==> config.mk <==
export PLATFORM = sky130hd
export DESIGN_NAME = dmem_arbiter
export DESIGN_NICKNAME = d
export VERILOG_FILES = /design/src/rtl/dmem_arbiter.sv
export SDC_FILE = /design/constraint.sdc
export NUM_CORES = 1
export LEC_CHECK = 0
export ABC_CLOCK_PERIOD_IN_PS = 4780
export BUFFER_PORTS_ARGS = -buffer_cell sky130_fd_sc_hd__buf_2
export CAP_MARGIN = 30
export CORE_AREA = 3 3 117 119
export DETAILED_ROUTE_END_ITERATION = 8
export DIE_AREA = 0 0 120 122
export GPL_TIMING_DRIVEN = 0
export SLEW_MARGIN = 20
export SYNTH_ARGS = -nofsm -noshare
export SYNTH_HDL_FRONTEND = slang
export SYNTH_SLANG_ARGS = --single-unit
export TNS_END_PERCENT = 100
==> constraint.sdc <==
create_clock -name clk -period 4.78 [get_ports clk]
set_clock_uncertainty 0.15 [all_clocks]
set_input_delay 0.956 -clock clk [delete_from_list [all_inputs] [get_ports clk]]
set_output_delay 0.956 -clock clk [all_outputs]
set_load 0.005 [all_outputs]
==> src/rtl/dmem_arbiter.sv <==
// Two-requester data-memory arbiter: m0 (core) has priority, m1 (DMA/debug)
// gets a forced grant after losing STARVE_LIMIT consecutive contended cycles.
module dmem_arbiter #(
  parameter int DMEM_DEPTH   = 256,
  parameter int STARVE_LIMIT = 4
) (
  input  logic        clk,
  input  logic        rst_n,
  input  logic        m0_req,
  input  logic        m0_we,
  input  logic [31:0] m0_addr,
  input  logic [31:0] m0_wdata,
  output logic        m0_gnt,
  output logic        m0_rvalid,
  output logic [31:0] m0_rdata,
  output logic        m0_err,
  input  logic        m1_req,
  input  logic        m1_we,
  input  logic [31:0] m1_addr,
  input  logic [31:0] m1_wdata,
  output logic        m1_gnt,
  output logic        m1_rvalid,
  output logic [31:0] m1_rdata,
  output logic        m1_err,
  output logic [31:0] dmem_addr,
  output logic [31:0] dmem_data_in,
  output logic        dmem_wen,
  output logic        dmem_ren,
  input  logic [31:0] dmem_data_out
);

  localparam int CW = $clog2(STARVE_LIMIT + 1);
  localparam logic [CW-1:0] LIM = CW'(STARVE_LIMIT);
  localparam logic [31:0] TOP = 32'(DMEM_DEPTH * 4);

  logic [CW-1:0] starve_q, starve_d;
  logic          rvalid0_q, rvalid1_q;
  logic [31:0]   rdata0_q, rdata1_q;
  logic          err0_q, err1_q;

  logic        both, force1, g0, g1, gnt;
  logic        sel_we, legal;
  logic [31:0] sel_addr, sel_wdata, rsp_data;

  assign both   = m0_req & m1_req;
  assign force1 = both & (starve_q == LIM);
  assign g0     = rst_n & m0_req & ~force1;
  assign g1     = rst_n & m1_req & (~m0_req | force1);
  assign gnt    = g0 | g1;

  always_comb begin
    sel_we    = m0_we;
    sel_addr  = m0_addr;
    sel_wdata = m0_wdata;
    if (g1) begin
      sel_we    = m1_we;
      sel_addr  = m1_addr;
      sel_wdata = m1_wdata;
    end
  end

  assign legal = (sel_addr[1:0] == 2'b00) & (sel_addr < TOP);

  assign dmem_addr    = gnt ? sel_addr : '0;
  assign dmem_data_in = gnt ? sel_wdata : '0;
  assign dmem_wen     = gnt & legal & sel_we;
  assign dmem_ren     = gnt & legal & ~sel_we;

  assign rsp_data = (legal & ~sel_we) ? dmem_data_out : '0;

  always_comb begin
    starve_d = starve_q;
    if (!m1_req || g1) starve_d = '0;
    else if (both && g0) starve_d = starve_q + 1'b1;
  end

  always_ff @(posedge clk) begin
    if (!rst_n) begin
      starve_q  <= '0;
      rvalid0_q <= 1'b0;
      rvalid1_q <= 1'b0;
      rdata0_q  <= '0;
      rdata1_q  <= '0;
      err0_q    <= 1'b0;
      err1_q    <= 1'b0;
    end else begin
      starve_q  <= starve_d;
      rvalid0_q <= g0;
      rvalid1_q <= g1;
      rdata0_q  <= g0 ? rsp_data : '0;
      rdata1_q  <= g1 ? rsp_data : '0;
      err0_q    <= g0 & ~legal;
      err1_q    <= g1 & ~legal;
    end
  end

  // A response pending across a reset assertion is dropped immediately.
  assign m0_gnt    = g0;
  assign m1_gnt    = g1;
  assign m0_rvalid = rvalid0_q & rst_n;
  assign m1_rvalid = rvalid1_q & rst_n;
  assign m0_rdata  = rdata0_q;
  assign m1_rdata  = rdata1_q;
  assign m0_err    = err0_q;
  assign m1_err    = err1_q;

endmodule

Word level (Yosys, flattened, before mapping)
Index checks and enable logic that the tools add are counted.
Word-level totals
  flip-flop bits (word level): 71
  output and inout port bits: 136
Operators by class
  $add $sub $neg: 1
  order comparisons: 1
  equality and inequality tests: 1
  muxes and demuxes: 6
  bitwise logic cells: 22
  reduce and logical (&&, ||, !) cells: 7
Operators by type and width (number)
  $mux W32: 5
  $lt A32 B11 Y1 const B: 1
  $and A1 B1 Y1: 15
  $not A1 Y1: 5
  $reduce_and A2 Y1: 2
  $add A3 B1 Y3 const B: 1
  $eq A3 B3 Y1 const B: 1
  $logic_not A2 Y1: 1
  $or A1 B1 Y1: 2
  $reduce_or A2 Y1: 1
  $logic_and A1 B1 Y1: 1
  $logic_not A1 Y1: 1
  $logic_or A1 B1 Y1: 1
  $mux W1: 1

Longest topological paths before layout
  depth after elaboration: 9
  depth in mapped cells: 9

Worst setup path after synthesis
No wires, ideal clock.
  path type: input to output
  from: input m1_addr[20]
  to: output dmem_wen
  arrival time: 2.172 ns
  required time: 3.674 ns
  path slack: 1.502 ns
  cell stages on the path: 5
  path buffers: 1
  path through: nor4_1 -> nand4_1 -> or3_1 -> buf_2 -> a221oi_2
On the way
  longest elaborated chain between the ends: 5
RTL lines
  start, declared: line 19  | input logic [31:0] m1_addr,
  $mux W32: line 55  | if (g1) begin
  $lt A32 B11 Y1: line 62  | assign legal = (sel_addr[1:0] == 2'b00) & (sel_addr < TOP);
  $and A1 B1 Y1: line 62
  $and A1 B1 Y1 (2 in a row): line 66  | assign dmem_wen = gnt & legal & sel_we;
  end, declared: line 27  | output logic dmem_wen,
No other way between the ends.

Final worst setup path
  from: input m0_addr[20]
  to: output dmem_wen
On the way
  longest elaborated chain between the ends: 5
RTL lines
  start, declared: line 11  | input logic [31:0] m0_addr,
  $mux W32: line 55
  $lt A32 B11 Y1: line 62
  $and A1 B1 Y1: line 62
  $and A1 B1 Y1 (2 in a row): line 66
No other way between the ends.

==> results.ini <==
[synthesis]
syn_inst = 446
synth_nets = 614
synth_seq_cells = 71
avgSynthCellArea_um2 = 7.577
yosys_warnings = 0
synth.distinct_cells = 25
ys_seq_area_share_pct = 42.06
yosysTopAreaCell = dfxtp_1
netlist.area_leader.share_pct = 42.06
synth_area_um2 = 3379
ys_top_cells_by_area = dfxtp_1 42%, nand2_1 15%, a21oi_1 9.8%, a21oi_2 7.8%, and2_1 6.5%

[power_and_ir_drop]
vdd_drop_max_mv = 0.1211
p_leak_nw = 2.766
total_power_mw = 1.435
p_per_area_nw_per_um2 = 266.2

[timing]
slew_viol_final = 0
tns_ps = 0
timing.slew.headroom_pct = 38.07
worstMarginPinSlew_ps = 924.7
period_share_pct = 82.09
max_freq_mhz = 254.8
fin_ws_ps = 855.9
finalHoldViolCount = 0
period_minus_slack_ps = 3924
rsz0062_at_grt = no
setup_violations = 0

[grt]
grt-ovfl-total = 0
antenna_found_initial = 1
grt_pass1_wl_um = 21310
grt_max_degree = 12
first_global_vias = 4015
grt_usage_pct = 18.64

[job]
cap_violations = 0

[clock_tree]
clockRootBuffer = clkbuf_16
cts.sinks = 71
cts_buffers = 9
hold_buffers = 0
cts_tree = done
clk_path_buf_depth = 2
ctsHtreeMaxLevel = 3
post_cts_buffers = 0
clk_latency_ps = 330
cts.clk_slew.worst_paths_ps = 50
post_cts_resized = 0

[floorplan]
coreArea_um2 = 12670
initial_utilization_pct = 26.67
die_y_um = 122
die_w_um = 120
rows = 41
dieArea_um2 = 14640
boundaryPins = 302

[critical_path]
rr_worst_depth = 7
reg2reg_to = m0_rdata[20]
crit_required_ps = 3670
cp.arrival_ps = 2820
criticalPathCategory = input port to output port
path_max_fanout = 8
endpoint_kind = output port
timing.reg2reg.setup_slack_ps = 2410
rr_startpoint = starve_q[0]
critPathLaunchType = input port

[hold_path]
whs_path_depth = 1
hold_start = starve_q[0]
hold_path.class = register to register
min_to = starve_q[0]

[placement]
place_congestion = 0.8484
preCtsSetupSlack_ps = 844.3
dp_hpwl_um = 12260
port_buffers = 301

[layout]
drive_gt1_share_pct = 47.64
area_growth_syn_to_layout_pct = 59.46
nNetsFinal = 926
final.fill_count = 1378

[run_status]
status = completed

[drt]
final_antenna_net_count = 0
drt-initial-drc-count = 203
vias_per_cell = 4.475
detail_route.wl_per_cell_um = 15.59
totalWireLength_um = 14580
first_pass_iters = 4
drc = 0
route.vias.total = 4184

-- synth_stat cells --
master	instances
nand2_1	133
a21bo_2	2
a31oi_1	2
inv_1	4
buf_6	3
nand3_1	1
a211oi_1	1
buf_2	11
o21ai_0	1
nand4_1	34
xnor2_1	1
dfxtp_1	71
or3_1	1
a21oi_1	66
nor4_2	1
clkbuf_1	20
and2_1	35
and4_1	1
nor2_1	4
and3_1	2
a21oi_2	30
buf_1	7
ha_1	2
a221oi_2	1
nor4_1	12
-- logic make-up after synthesis --
family                     after synthesis  synth area share, %
buffers and inverters                   45                6.072
adders and majority gates                2               0.7403
xor gates and xnor gates                 1               0.2592
AOI/OAI and AO/OA                      103                19.33
DFF                                     71                42.06
and+or+nand+nor                        224                31.54
-- where the power goes --
part | total (mW) | internal, mW | switching [mW]
Sequential | 0.595 | 0.594 | 0.000716
Clock | 0.620 | 0.390 | 0.229
Combinational | 0.220 | 0.101 | 0.119
Total | 1.43 | 1.09 | 0.349
-- sequential cells by signal, indices dropped and copies added, names as in the netlist --
register and cells:
rvalid0_q 1, m1_err 1, m0_err 1, m1_rdata 32, m0_rdata 32, starve_q 3
rvalid1_q 1
-- metal layers --
layer / track usage [%] / wire [um] / vias up
met5: 0 / 0 / -
met3: 5.153 / 1267 / 23
li1: - / - / 2140
met1: 21.51 / 5729 / 1810
met4: 7.087 / 348 / 0
met2: 32.84 / 7233 / 211
-- stage by stage --
stage / cells / area [um2] / util [%] / hold WS [ps]
floorplan: 446 / 3379 / - / 267.3
global placement: 919 / 5101 / 40.26 / 279.3
detailed placement: 919 / 5101 / 40.26 / 288.0
CTS: 934 / 5386 / 42.51 / 302.0
finish: 935 / 5389 / 42.53 / 297.7
global route: 935 / 5389 / 42.53 / 328.3
-- final cells by class --
cell class / count / area, um2 / area share (%)
multi-input cells: 330 / 1753 / 32.53
repair buffers: 301 / 1506 / 27.95
flip-flops and latches: 71 / 1421 / 26.38
clock buffers: 13 / 270.3 / 5.015
well taps: 172 / 215.2 / 3.993
plain buffers: 41 / 190.2 / 3.529
clock inverters: 2 / 15.01 / 0.2786
inverters: 4 / 15.01 / 0.2786
diodes: 1 / 2.502 / 0.04644
-- worst max-delay path, cell delays in order --
cell      delay (ps)
buf_2            100
nor4_1           420
and4_1           290
nand4_1          460
a221oi_2         410
buf_2            160
-- layout by cell type, fill, tap and decap left out --
master	instances
ha_1	2
dfxtp_1	71
nor4_2	1
nand4_1	34
xnor2_1	1
and2_1	35
a211oi_1	1
a31oi_1	2
clkinvlp_4	2
inv_1	4
nor2_1	4
clkbuf_8	3
or3_1	1
and4_1	1
o21ai_0	1
a221oi_2	1
buf_1	7
a21oi_2	30
clkbuf_1	21
diode_2	1
nor4_1	12
buf_6	3
a21bo_2	2
a21oi_1	66
and3_1	2
nand2_1	133
nand3_1	1
clkbuf_16	9
buf_2	312
-- how the worst max path moves through the flow --
stage	startpoint	endpoint	slack, ps
final	m0_addr[20]	dmem_wen	860
after global routing	m1_req	dmem_data_in[7]	630
after CTS	m1_req	dmem_data_in[4]	840
after detailed placement	m1_req	dmem_data_in[4]	840
after global placement	m1_req	dmem_data_in[4]	820
after floorplan	m1_addr[20]	dmem_wen	1500
(Power assumes the default switching activity.)
